### config.mk
export PLATFORM = sky130hd
export DESIGN_NAME = calc_sequencer
export DESIGN_NICKNAME = d
export VERILOG_FILES = /design/src/rtl/calc_sequencer.sv
export SDC_FILE = /design/constraint.sdc
export NUM_CORES = 1
export LEC_CHECK = 0
export BUFFER_PORTS_ARGS = -buffer_cell sky130_fd_sc_hd__buf_4
export CELL_PAD_IN_SITES_DETAIL_PLACEMENT = 1
export CELL_PAD_IN_SITES_GLOBAL_PLACEMENT = 1
export CORE_UTILIZATION = 43
export CTS_BUF_LIST = sky130_fd_sc_hd__clkbuf_4
export DETAILED_ROUTE_END_ITERATION = 16
export PLACE_DENSITY = 0.9
export SYNTH_ARGS = -nofsm -noshare
export SYNTH_HDL_FRONTEND = slang
export SYNTH_SLANG_ARGS = --single-unit
### constraint.sdc
create_clock -name clk -period 4.6 [get_ports clk]
set_clock_uncertainty 0.1 [all_clocks]
set_input_delay 0.46 -clock clk [delete_from_list [all_inputs] [get_ports clk]]
set_output_delay 0.46 -clock clk [all_outputs]
set_load 0.02 [all_outputs]
### src/rtl/calc_sequencer.sv
// Calculator key sequencer: builds signed operands from key events, issues one ALU op on '=',
// and presents the result/error. Optional ALU watchdog is enabled by defining CALC_TIMEOUT_EN.
//
// state      | meaning
// -----------+-----------------------------------------------------------
// ST_ENTRY_A | building operand A, display shows A
// ST_ENTRY_B | operator latched, building operand B (display A until first B digit)
// ST_EXEC    | ALU operation in flight, keys held off
// ST_RESULT  | ALU result R shown; operator chains R into A
// ST_ERROR   | overflow/negation error shown, only digit or clear leaves
module calc_sequencer #(
    parameter int DATA_W      = 16,
    parameter int TIMEOUT_CYC = 255
) (
    input  logic              clk,
    input  logic              nRST,
    input  logic              key_rdy,
    output logic              key_rd,
    input  logic [3:0]        keypad_input,
    input  logic [2:0]        operator_input,
    input  logic              equal_input,
    output logic              alu_start,
    output logic [2:0]        alu_op,
    output logic [DATA_W-1:0] alu_a,
    output logic [DATA_W-1:0] alu_b,
    input  logic              alu_done,
    input  logic [DATA_W-1:0] alu_result,
    input  logic              alu_ovf,
    output logic [DATA_W-1:0] disp_value,
    output logic              disp_err,
    output logic              busy
);

    typedef enum logic [2:0] {
        ST_ENTRY_A,
        ST_ENTRY_B,
        ST_EXEC,
        ST_RESULT,
        ST_ERROR
    } state_t;

    localparam int EXT_W = DATA_W + 4;
    localparam logic signed [EXT_W-1:0] MAXV     = {5'b0, {(DATA_W-1){1'b1}}};
    localparam logic signed [EXT_W-1:0] TEN      = EXT_W'(10);
    localparam logic        [DATA_W-1:0] MOST_NEG = {1'b1, {(DATA_W-1){1'b0}}};
    localparam logic [2:0] OP_NEG = 3'b001;
    localparam logic [2:0] OP_ADD = 3'b010;
    localparam logic [2:0] OP_MUL = 3'b100;

`ifdef CALC_TIMEOUT_EN
    localparam int TO_W = ($clog2(TIMEOUT_CYC + 1) > 8) ? $clog2(TIMEOUT_CYC + 1) : 8;
    localparam logic [TO_W-1:0] TO_LIMIT = TO_W'(TIMEOUT_CYC);
    logic [TO_W-1:0] to_cnt_q, to_cnt_d;
`endif

    // Out-of-range digits are silently dropped so the operand never exceeds +/-MAXV.
    function automatic logic [DATA_W-1:0] digit_entry(input logic [DATA_W-1:0] x,
                                                      input logic [3:0]        d);
        logic signed [EXT_W-1:0] x_ext;
        logic signed [EXT_W-1:0] d_ext;
        logic signed [EXT_W-1:0] nxt;
        x_ext = {{4{x[DATA_W-1]}}, x};
        d_ext = {{(EXT_W-4){1'b0}}, d};
        nxt   = x[DATA_W-1] ? (x_ext * TEN - d_ext) : (x_ext * TEN + d_ext);
        if (nxt > MAXV || nxt < -MAXV) return x;
        return nxt[DATA_W-1:0];
    endfunction

    state_t            state_q, state_d;
    logic [DATA_W-1:0] a_q, a_d, b_q, b_d, r_q, r_d;
    logic [2:0]        op_q, op_d;
    logic              b_has_q, b_has_d;
    logic              key_taken_q, key_taken_d;
    logic              key_rd_q, key_rd_d;
    logic              alu_start_q, alu_start_d;
    logic [2:0]        alu_op_q, alu_op_d;
    logic [DATA_W-1:0] alu_a_q, alu_a_d, alu_b_q, alu_b_d;
    logic [DATA_W-1:0] disp_value_q, disp_value_d;
    logic              disp_err_q, disp_err_d;
    logic              busy_q, busy_d;

    logic              accept, exec_done;
    logic              is_eq, is_neg, is_arith, is_dig, is_clr;
    logic [DATA_W-1:0] digit_val;

    always_comb begin
        accept    = key_rdy && !key_taken_q && (state_q != ST_EXEC);
        // Completion in the alu_start cycle is ignored; earliest is one cycle later.
        exec_done = (state_q == ST_EXEC) && !alu_start_q && alu_done;
        is_eq     = equal_input;
        is_neg    = !equal_input && (operator_input == OP_NEG);
        is_arith  = !equal_input && (operator_input >= OP_ADD) && (operator_input <= OP_MUL);
        is_dig    = !equal_input && (operator_input == 3'b000) && (keypad_input <= 4'd9);
        is_clr    = !equal_input && (operator_input == 3'b000) && (keypad_input == 4'hF);
        digit_val = {{(DATA_W-4){1'b0}}, keypad_input};

        state_d     = state_q;
        a_d         = a_q;
        b_d         = b_q;
        r_d         = r_q;
        op_d        = op_q;
        b_has_d     = b_has_q;
        key_rd_d    = 1'b0;
        alu_start_d = 1'b0;
        alu_op_d    = alu_op_q;
        alu_a_d     = alu_a_q;
        alu_b_d     = alu_b_q;
`ifdef CALC_TIMEOUT_EN
        to_cnt_d    = to_cnt_q;
`endif

        if (accept)       key_taken_d = 1'b1;
        else if (!key_rdy) key_taken_d = 1'b0;
        else              key_taken_d = key_taken_q;

        if (accept) begin
            key_rd_d = 1'b1;
            if (is_clr) begin
                a_d     = '0;
                b_d     = '0;
                op_d    = 3'b000;
                b_has_d = 1'b0;
                state_d = ST_ENTRY_A;
            end else begin
                case (state_q)
                    ST_ENTRY_A: begin
                        if (is_dig)      a_d = digit_entry(a_q, keypad_input);
                        else if (is_neg) a_d = -a_q;
                        else if (is_arith) begin
                            op_d    = operator_input;
                            b_d     = '0;
                            b_has_d = 1'b0;
                            state_d = ST_ENTRY_B;
                        end
                    end
                    ST_ENTRY_B: begin
                        if (is_eq) begin
                            if (b_has_q) begin
                                alu_start_d = 1'b1;
                                alu_a_d     = a_q;
                                alu_b_d     = b_q;
                                alu_op_d    = op_q;
                                state_d     = ST_EXEC;
`ifdef CALC_TIMEOUT_EN
                                to_cnt_d    = '0;
`endif
                            end
                        end else if (is_dig) begin
                            b_d     = digit_entry(b_q, keypad_input);
                            b_has_d = 1'b1;
                        end else if (is_neg) begin
                            b_d = -b_q;
                        end else if (is_arith) begin
                            op_d = operator_input;
                        end
                    end
                    ST_RESULT: begin
                        if (is_arith) begin
                            a_d     = r_q;
                            op_d    = operator_input;
                            b_d     = '0;
                            b_has_d = 1'b0;
                            state_d = ST_ENTRY_B;
                        end else if (is_dig) begin
                            a_d     = digit_val;
                            state_d = ST_ENTRY_A;
                        end else if (is_neg) begin
                            if (r_q == MOST_NEG) state_d = ST_ERROR;
                            else begin
                                a_d     = -r_q;
                                state_d = ST_ENTRY_A;
                            end
                        end
                    end
                    ST_ERROR: begin
                        if (is_dig) begin
                            a_d     = digit_val;
                            state_d = ST_ENTRY_A;
                        end
                    end
                    default: ;
                endcase
            end
        end

        if (state_q == ST_EXEC) begin
            if (exec_done) begin
                if (alu_ovf) state_d = ST_ERROR;
                else begin
                    r_d     = alu_result;
                    state_d = ST_RESULT;
                end
            end
`ifdef CALC_TIMEOUT_EN
            else if (to_cnt_q == TO_LIMIT) state_d = ST_ERROR;
            else to_cnt_d = to_cnt_q + TO_W'(1);
`endif
        end

        // Display outputs are registered from next-state values so they track the state.
        busy_d     = (state_d == ST_EXEC);
        disp_err_d = (state_d == ST_ERROR);
        case (state_d)
            ST_ENTRY_A: disp_value_d = a_d;
            ST_ENTRY_B: disp_value_d = b_has_d ? b_d : a_d;
            ST_RESULT:  disp_value_d = r_d;
            ST_ERROR:   disp_value_d = '0;
            default:    disp_value_d = disp_value_q;
        endcase
    end

    always_ff @(posedge clk or negedge nRST) begin
        if (!nRST) begin
            state_q      <= ST_ENTRY_A;
            a_q          <= '0;
            b_q          <= '0;
            r_q          <= '0;
            op_q         <= 3'b000;
            b_has_q      <= 1'b0;
            key_taken_q  <= 1'b0;
            key_rd_q     <= 1'b0;
            alu_start_q  <= 1'b0;
            alu_op_q     <= 3'b000;
            alu_a_q      <= '0;
            alu_b_q      <= '0;
            disp_value_q <= '0;
            disp_err_q   <= 1'b0;
            busy_q       <= 1'b0;
`ifdef CALC_TIMEOUT_EN
            to_cnt_q     <= '0;
`endif
        end else begin
            state_q      <= state_d;
            a_q          <= a_d;
            b_q          <= b_d;
            r_q          <= r_d;
            op_q         <= op_d;
            b_has_q      <= b_has_d;
            key_taken_q  <= key_taken_d;
            key_rd_q     <= key_rd_d;
            alu_start_q  <= alu_start_d;
            alu_op_q     <= alu_op_d;
            alu_a_q      <= alu_a_d;
            alu_b_q      <= alu_b_d;
            disp_value_q <= disp_value_d;
            disp_err_q   <= disp_err_d;
            busy_q       <= busy_d;
`ifdef CALC_TIMEOUT_EN
            to_cnt_q     <= to_cnt_d;
`endif
        end
    end

    assign key_rd     = key_rd_q;
    assign alu_start  = alu_start_q;
    assign alu_op     = alu_op_q;
    assign alu_a      = alu_a_q;
    assign alu_b      = alu_b_q;
    assign disp_value = disp_value_q;
    assign disp_err   = disp_err_q;
    assign busy       = busy_q;

endmodule

==> summary.txt, run 1 <==
Outcome
  • Outcome: stopped before the end
  • Exit stage: global routing
  • Error: [ERROR GRT-0232] Routing congestion too high. Check the congestion heatmap in the GUI.

Floorplanning
  • DIE WIDTH: between 150 and 200 µm
  • Die height: 161.8 µm
  • I/O Pins: between 80 and 90
  • Num rows: 58
  • Initial Utilization: 43.74%

Synthesis
  • Dominant synthesized flop cell: dfrtp_1
  • EDFF count, synth: 0
  • Largest cells by area after synthesis: dfrtp_1, ha_1, mux2_2
  • Mapped Avg Cell Area: 8.165 µm²
  • Top cell type's share of synthesized area: between 20% and 30%
  • Synth Cell Area: approximately 11000 µm²
  • Cell count after synthesis: 1345
  • Synth warn: 0
  • Ys async rst share: 100.0%
  • Netlist cell types: 93
  • Syn nets: roughly 1500
  • Sequential area share after synthesis: 25.29%
  • Cell taking the most area after synthesis: dfrtp_1
  • Seq cells post-synth: around 110

Placement
  • Placed instance count: approximately 1900
  • Hpwl dp: slightly below 40000 µm
  • Final estimated routing congestion in global placement: roughly 1
  • IO Port Bufs: just over 80
  • Pre-CTS setup slack: -0.9607 ns

STA
  • Worst endpoint type: register input
  • Worst setup endpoint GRT: disp_value[6]$_DFFE_PN0P_/D

GRT
  • Total GRT Usage: ~80%
  • Largest net degree at the start of global routing: approximately 80
  • GRT overflow: ~190

Clock network
  • Root Driver: clkbuf_4
  • Clk buf depth: 2
  • CTS HTree Levels: 3
  • CTS Sinks: between 100 and 150
  • TritonCTS Buffers: 9
metrics by stage:
step                      instance area, µm²  hold WS (ns)
after floorplan                        11160       0.06441
after global placement                 13810        0.3889
after detailed placement               13810        0.3981
after CTS                              15390      0.003521
cells in the mapped netlist, types with 17 or more instances:
master and number:
clkbuf_1 50, ha_1 73, nand3_1 31, nor2b_1 17, or2_2 18, and2_1 20
inv_1 54, o211ai_1 20, a21o_1 19, nand2b_1 21, nor3_1 41, nand2_1 109
xor2_1 22, a211oi_1 21, a21oi_1 97, mux2_2 54, or3_1 22, mux2i_1 17
a31oi_1 22, dfrtp_1 111, xnor2_1 44, o21ai_0 91, nor2_1 113
layer usage:
| layer | overflow | GRT usage [%] |
|---|---|---|
| met4 | 89 | 80.66 |
| met2 | 93 | 91.98 |
| met5 | 0 | 32.39 |
| met3 | 4 | 69.05 |
| met1 | 2 | 80.86 |
cells by family after synthesis:
kind of cell,synth area share (%)
buf+inv,4.204
compound gates,25.99
simple gates,22.33
xor+xnor,5.412
flops,25.29
mux,7.360
fa+ha+maj,9.411
repair_timing:
action                                 in CTS
hold buffers                                2
pin swaps                                  87
endpoints found under the hold margin      14
setup endpoints to repair                  48
resized for setup                         204
gates cloned                                1
buffers inserted                           62
==> run 2, diff against run 1 <==
==> config.mk (replaced) <==
export PLATFORM = sky130hd
export DESIGN_NAME = calc_sequencer
export DESIGN_NICKNAME = d
export VERILOG_FILES = /design/src/rtl/calc_sequencer.sv
export SDC_FILE = /design/constraint.sdc
export NUM_CORES = 1
export LEC_CHECK = 0
export BUFFER_PORTS_ARGS = -buffer_cell sky130_fd_sc_hd__buf_4
export CORE_UTILIZATION = 40
export DETAILED_ROUTE_END_ITERATION = 16
export PLACE_DENSITY_LB_ADDON = 0.15
export SYNTH_ARGS = -nofsm -noshare
export SYNTH_HDL_FRONTEND = slang
export SYNTH_SLANG_ARGS = --single-unit
==> constraint.sdc (replaced) <==
create_clock -name clk -period 6 [get_ports clk]
set_clock_uncertainty 0.1 [all_clocks]
set_input_delay 0.6 -clock clk [delete_from_list [all_inputs] [get_ports clk]]
set_output_delay 0.6 -clock clk [all_outputs]
set_load 0.02 [all_outputs]
==> run 2 against run 1 <==
  * The flow now finishes without violations
  * Synthesized cell count unchanged
  * Synthesized area did not move
==> summary.txt, run 2 <==
GRT
  • Initial antenna violation count: 0
  • Largest net degree at the start of global routing: 61
  • Total GRT Usage: between 20% and 30%
  • GRT overflow: 0
  • Vias in the first global route: between 10000 and 15000
  • First-pass GRT wire length: around 60000 µm

Power and ir drop
  • Switching Share: 55.10%
  • Switching pwr: 4210 µW
  • Maximum VDD drop: about 0.26 mV
  • Leakage power: between 0.005 and 0.006 µW
  • Int Power: between 3000 and 4000 µW
  • Power per cell area: ~600 nW/µm²
  • Comb pwr share: 74.2%
  • Seq pwr share: roughly 17%
  • Clk pwr share: about 8.5%

Clock network
  • Hold Buf Count CTS: 0 (-2)
  • Worst-path clk slew: ~0.09 ns
  • CTS tree: built
  • CTS HTree Levels: 3 (unchanged)
  • Clk buf depth: 2 (unchanged)
  • Root Driver: clkbuf_16
  • TritonCTS Buffers: 9 (unchanged)
  • CTS Sinks: 111 (unchanged)
  • Worst skew pair latency: ~0.37 ns

Setup path
  • Slowest stage cell on the critical path: dfrtp_1
  • Critical Path RT: approximately 6.1 ns
  • R2R depth: 17
  • Max incr delay on CP: around 0.60 ns
  • Crit-path cells: ha_1 > ha_1 > or2_2 > a41oi_4 > xnor2_2 > or3_4 > or4_1 > a22oi_1 > xor2_1 > nand4_2 > nor3b_4 > o21ai_2 > buf_4 > or2_2 > a31oi_1 > o22a_1 > a211oi_1
  • FF-to-FF setup slack: between 0.2 and 0.3 ns
  • Critical setup path kind: flip-flop to flip-flop
  • Crit path max fanout: 9
  • Reg-to-reg critical path startpoint: a_q[5]
  • Buf/Inv on CP: 1
  • Worst setup EP type: flip-flop
  • Worst flop-to-flop path endpoint: disp_value[7]
  • Critical Path AT: around 5.9 ns
  • CP delay by family, top: simple AND/OR/NAND/NOR gates
  • Setup crit start kind: flip-flop

Run
  • Maximum Capacitance Violations: 0

Routing
  • Final WL: between 30000 and 40000 µm
  • Remaining DRCs: 0
  • Drt first-iter violations: 823
  • Final ANT Viol Nets: 0
  • WL/cell: approximately 22 µm
  • Vias/cell: around 6.2
  • DR vias: 11040
  • TritonRoute pass-1 iters: 5

Synthesis
  • Most frequent cell after synthesis: nor2_1
  • EDFF count, synth: 0 (unchanged)
  • Top cell type's share of synthesized area: 25.29% (unchanged)
  • Cell count after synthesis: 1345 (unchanged)
  • Mapped Avg Cell Area: 8.165 µm² (unchanged)
  • Netlist cell types: 93 (unchanged)
  • Cell taking the most area after synthesis: dfrtp_1
  • Synth warn: 0 (unchanged)
  • Dominant synthesized flop cell: dfrtp_1
  • Syn nets: 1453 (unchanged)
  • Ys async rst share: 100.0% (unchanged)
  • Synth Cell Area: 10980 µm² (unchanged)
  • Sequential area share after synthesis: 25.29% (unchanged)
  • Largest cells by area after synthesis: dfrtp_1, ha_1, mux2_2
  • Seq cells post-synth: 111 (unchanged)
  • Synth cell count leaders: nor2_1, dfrtp_1, nand2_1

Final layout
  • Most frequent standard cell in the layout excluding fill and tap cells: buf_4
  • Final net count: 1535
  • Fin area: 12490 µm²
  • Most frequent cells in the layout: buf_4, nor2_1, dfrtp_1
  • Number of diodes: 0
  • Area delta synth->final: 13.75%
  • Ratio of cells with drive above 1 in the final layout: between 10% and 20%
  • Fill cell count: approximately 2700

Worst hold path
  • Worst Hold Class: input pin to asynchronous set/reset pin

Placement
  • IO Port Bufs: 83 (unchanged)
  • Hpwl dp: 30240 µm (-22%)
  • Area after DPL: 12140 µm² (-12%)
  • Final estimated routing congestion in global placement: 0.9516 (-3.4%)

STA
  • Fin. max-slew vios: 0
  • Setup tns final: 0 ns
  • Crit share post-route: between 90% and 100%
  • Measured slew at the worst slew-check pin: 0.8911 ns
  • Post-route minimum period: around 5.7 ns
  • Max Fclk: around 0.17 GHz
  • Final Hold Fails: 0
  • Max-slew headroom: ~40%
  • # setup viols final: 0
  • RSZ-0062 raised after global routing: no

Floorplanning
  • Core ar.: between 20000 and 30000 µm²
  • I/O Pins: 84 (unchanged)
  • Initial Utilization: 40.75% (-3.0 points)
  • Num rows: 60 (+3.4%)
  • Die height: 167.7 µm (+3.6%)
  • DIE WIDTH: 167.7 µm (+3.6%)
  • Die Footprint: 28120 µm²

Outcome
  • Outcome: finished, final reports clean
## run 2: stage by stage
| stage | power, µW | instances | hold WS (ns) | setup WS [ns] | util (%) |
|---|---|---|---|---|---|
| finish | 7640 | 1773 | 0.1943 | 0.2502 | 46.35 |
| global route | 8189 | 1773 | 0.2413 | 0.01374 | 46.35 |
| CTS | 7567 | 1772 | 0.2154 | 0.2524 | 46.23 |
| detailed placement | 6887 | 1756 | 0.3913 | 0.3006 | 45.06 |
| global placement | 6897 | 1756 | 0.3901 | 0.2913 | 45.06 |
| floorplan | 5214 | 1345 | 0.2044 | 0.9561 | - |
## run 2: routing by layer
| metal | share of wire [%] | track usage, % |
|---|---|---|
| met4 | 2.5 | 7.858 |
| met3 | 6.1 | 3.758 |
| met1 | 45 | 37.53 |
| met2 | 47 | 45.04 |
| met5 | 0 | 0 |
## run 2: worst reg2reg max path: stages (launching register included)
cell      delay [ns]
dfrtp_1         0.60
ha_1            0.31
ha_1            0.32
or2_2           0.37
a41oi_4         0.36
xnor2_2         0.20
or3_4           0.45
or4_1           0.54
a22oi_1         0.19
xor2_1          0.28
nand4_2         0.15
nor3b_4         0.41
o21ai_2         0.16
buf_4           0.21
or2_2           0.29
a31oi_1         0.37
o22a_1          0.20
a211oi_1        0.07
## run 2: cells by family after synthesis
family / after synthesis / synth area share (%)
xor gates and xnor gates: 67 / 5.412
DFF: 111 / 25.29
buffers and inverters: 116 / 4.204
and+or+nand+nor: 477 / 22.33
adders and majority gates: 79 / 9.411
muxes: 73 / 7.360
AOI/OAI and AO/OA: 422 / 25.99
## run 2: worst max path at each step
stage,start,endpoint,cells past startpoint
floorplan,b_q[1],disp_value[9],19
global placement,a_q[5],disp_value[7],17
detailed placement,a_q[5],disp_value[7],17
CTS,a_q[5],disp_value[7],17
global route,a_q[5],disp_value[7],17
finish,a_q[5],disp_value[7],17
## run 2: power groups by stage
| stage | Combinational [µW] | Clock [µW] | Sequential [µW] |
|---|---|---|---|
| after floorplan | 3960 | 0 | 1260 |
| after global placement | 5570 | 0 | 1330 |
| after detailed placement | 5560 | 0 | 1320 |
| after CTS | 5600 | 655 | 1310 |
| after global routing | 6160 | 681 | 1340 |
| final | 5670 | 650 | 1320 |
## run 2: area by class of cell
cell class                      count  area, µm²  share of cell area, %
Clock inverter                      6      77.57                 0.6210
Multi-Input combinational cell   1118       7774                  62.23
Sequential cell                   111       2778                  22.24
Timing Repair Buffer              132      991.0                  7.933
Clock buffer                       10      239.0                  1.913
Tap cell                          341      426.7                  3.415
Inverter                           55      206.4                  1.653
## run 2: repair_timing
| action | in CTS | in global routing |
|---|---|---|
| gates resized for setup | 0 | 6 |
| endpoints found under the setup margin | 0 | 9 |
| setup buffers | 0 | 1 |
No activity file was read; power rests on OpenSTA's default activity.
==> run 3, diff against run 2 <==
--- a/config.mk
+++ b/config.mk
@@ -5,9 +5,9 @@
 export SDC_FILE = /design/constraint.sdc
 export NUM_CORES = 1
 export LEC_CHECK = 0
-export BUFFER_PORTS_ARGS = -buffer_cell sky130_fd_sc_hd__buf_4
 export CORE_UTILIZATION = 40
 export DETAILED_ROUTE_END_ITERATION = 16
+export DONT_BUFFER_PORTS = 1
 export PLACE_DENSITY_LB_ADDON = 0.15
 export SYNTH_ARGS = -nofsm -noshare
 export SYNTH_HDL_FRONTEND = slang
==> run 3 against run 2 <==
  * Sequential power increased by 6%
  * Sequential cell count unchanged
  * Via count decreased by 2.2%
  * Global-route usage decreased by 0.081 points
  * Combinational power decreased by 3%
  * Register-to-register slack improved by 0.09 ns
  * Hold slack got worse by 0.13 ns
  * Largest cell class unchanged
==> summary.txt, run 3 (synthesized netlist as in run 2, its figures left out) <==
Outcome
  • Outcome: finished, final reports clean

GRT
  • Vias in the first global route: 10110 (-2.8%)
  • Largest net degree at the start of global routing: 112 (+84%)
  • First-pass GRT wire length: 59760 µm (-0.19%)
  • GRT overflow: 0 (unchanged)
  • Total GRT Usage: 27.37% (-0.081 points)
  • Initial antenna violation count: 2 (+2)

Setup path
  • Slowest stage cell on the critical path: dfrtp_1
  • Critical setup path kind: flip-flop to flip-flop
  • Most common cell on crit path: ha_1
  • Crit path max fanout: 11 (+2)
  • Critical Path RT: 6.11 ns (about the same)
  • Setup crit start kind: flip-flop
  • Worst setup EP type: flip-flop
  • CP delay by family, top: simple AND/OR/NAND/NOR gates
  • Critical Path AT: 5.76 ns (-0.11 ns)
  • Buf/Inv on CP: 1 (unchanged)
  • Max incr delay on CP: 0.52 ns (-0.08 ns)
  • Crit-path cells: ha_1 > ha_1 > a211o_1 > a41oi_4 > xnor2_2 > or3_4 > or4_4 > nor4b_2 > o21ai_0 > a21oi_1 > and4b_1 > o21ai_2 > buf_4 > or2_2 > a31oi_1 > o22a_1 > a211oi_1

Final layout
  • Area delta synth->final: 8.112%
  • Final core utilization: 44.05% (-2.3 points)
  • Most frequent standard cell in the layout excluding fill and tap cells: nor2_1
  • Number of diodes: 0 (unchanged)
  • Ratio of cells with drive above 1 in the final layout: 12.50% (-5.4 points)
  • Most frequent cells in the layout: nor2_1, dfrtp_1, nand2_1
  • Final net count: 1447 (-5.7%)

Floorplanning
  • Die height: 167.7 µm (unchanged)
  • Initial Utilization: 40.75% (unchanged)
  • Core ar.: 26950 µm² (unchanged)
  • I/O Pins: 84 (unchanged)
  • DIE WIDTH: 167.7 µm (unchanged)
  • Die Footprint: 28120 µm² (unchanged)
  • Num rows: 60 (unchanged)

Clock network
  • Worst skew pair latency: 0.37 ns (about the same)
  • Post-CTS Setup Repair Bufs: 0 (unchanged)
  • CTS tree: built
  • TritonCTS Buffers: 9 (unchanged)
  • Clk buf depth: 2 (unchanged)
  • CTS HTree Levels: 3 (unchanged)
  • CTS Sinks: 111 (unchanged)
  • Worst-path clk slew: 0.08 ns (about the same)
  • Root Driver: clkbuf_16

Routing
  • Final WL: 38720 µm (-0.48%)
  • Remaining DRCs: 0 (unchanged)
  • Final ANT Viol Nets: 0 (unchanged)
  • Vias/cell: 6.412 (+2.9%)
  • Drt first-iter violations: 1123 (+36%)
  • DR vias: 10800 (-2.2%)
  • TritonRoute pass-1 iters: 7 (+2)
  • WL/cell: 22.98 µm (+4.7%)

STA
  • Max-slew headroom: 22.05% (-18 points)
  • RSZ-0062 raised after global routing: no
  • # setup viols final: 0 (unchanged)
  • Fin. max-slew vios: 0 (unchanged)
  • Post-route minimum period: 5.658 ns (-0.09170 ns)
  • Final Hold Fails: 0 (unchanged)
  • Crit share post-route: 94.30% (-1.5 points)
  • Setup tns final: 0 ns (unchanged)
  • Max Fclk: 0.1767 GHz (+1.6%)
  • Measured slew at the worst slew-check pin: 1.165 ns (+0.2739 ns)

Placement
  • Final estimated routing congestion in global placement: 0.9555 (+0.41%)
  • IO Port Bufs: 0 (-100%)
  • Hpwl dp: 29940 µm (-0.99%)

Power and ir drop
  • Power per cell area: 638.4 nW/µm² (+4.4%)
  • Leakage power: 0.005024 µW (-8.0%)
  • Maximum VDD drop: 0.2707 mV (+3.8%)

Worst hold path
  • Worst Hold Class: input pin to asynchronous set/reset pin

Run
  • Maximum Capacitance Violations: 0 (unchanged)
==> run 3: repair_timing <==
item,in CTS,in global routing
gates resized for setup,0,6
endpoints found under the hold margin,111,0
endpoints found under the setup margin,0,11
hold buffers,1,0
==> run 3: path summary, 6_finish.rpt <==
check / from / endpoint / slack [ns] / depth (start not counted)
max reg2reg: a_q[2] / disp_value[7] / 0.34 / 17
max in group asynchronous: nRST / b_q[11] / 5.26 / 1
max: a_q[2] / disp_value[7] / 0.34 / 17
min reg2reg: op_q[0] / alu_op[0] / 0.41 / 1
min in group clk: key_rdy / key_taken_q / 0.24 / 1
min: nRST / a_q[14] / 0.06 / 1
==> run 3: metrics by stage <==
| step | hold WS [ns] | setup WS [ns] | cells | total power [µW] | area [µm²] |
|---|---|---|---|---|---|
| global route | 0.1185 | 0.003988 | 1685 | 8133 | 11870 |
| CTS | 0.1170 | 0.3377 | 1685 | 7487 | 11840 |
| detailed placement | 0.2120 | 0.3873 | 1668 | 6747 | 11480 |
| global placement | 0.2099 | 0.4829 | 1668 | 6747 | 11480 |
| floorplan | 0.2044 | 0.9561 | 1345 | 5214 | 10980 |
| finish | 0.06216 | 0.3419 | 1685 | 7579 | 11870 |
==> run 3: power by group <==
group / total (µW) / leakage, µW / switching (µW) / internal (µW)
sequential: 1400 / 0.00143 / 429 / 971
clock: 681 / 0.000161 / 338 / 343
combinational: 5500 / 0.00343 / 3450 / 2050
total: 7580 / 0.00502 / 4210 / 3370
==> run 3: per-layer routing <==
layer	GRT usage, %	vias up	share of wire [%]
li1	-	5016	-
met1	37.10	5252	44
met2	43.79	451	46
met3	5.649	81	7.5
met4	7.898	4	2.8
met5	0	-	0.077
==> run 3: cell type report <==
cell class,count,area (µm²)
clock buffers,9,225.2
multi-input cells,1118,7779
well taps,341,426.7
clock inverters,7,107.6
flip-flops and latches,111,2778
repair buffers,44,350.3
inverters,55,206.4
fillers,2757,15080
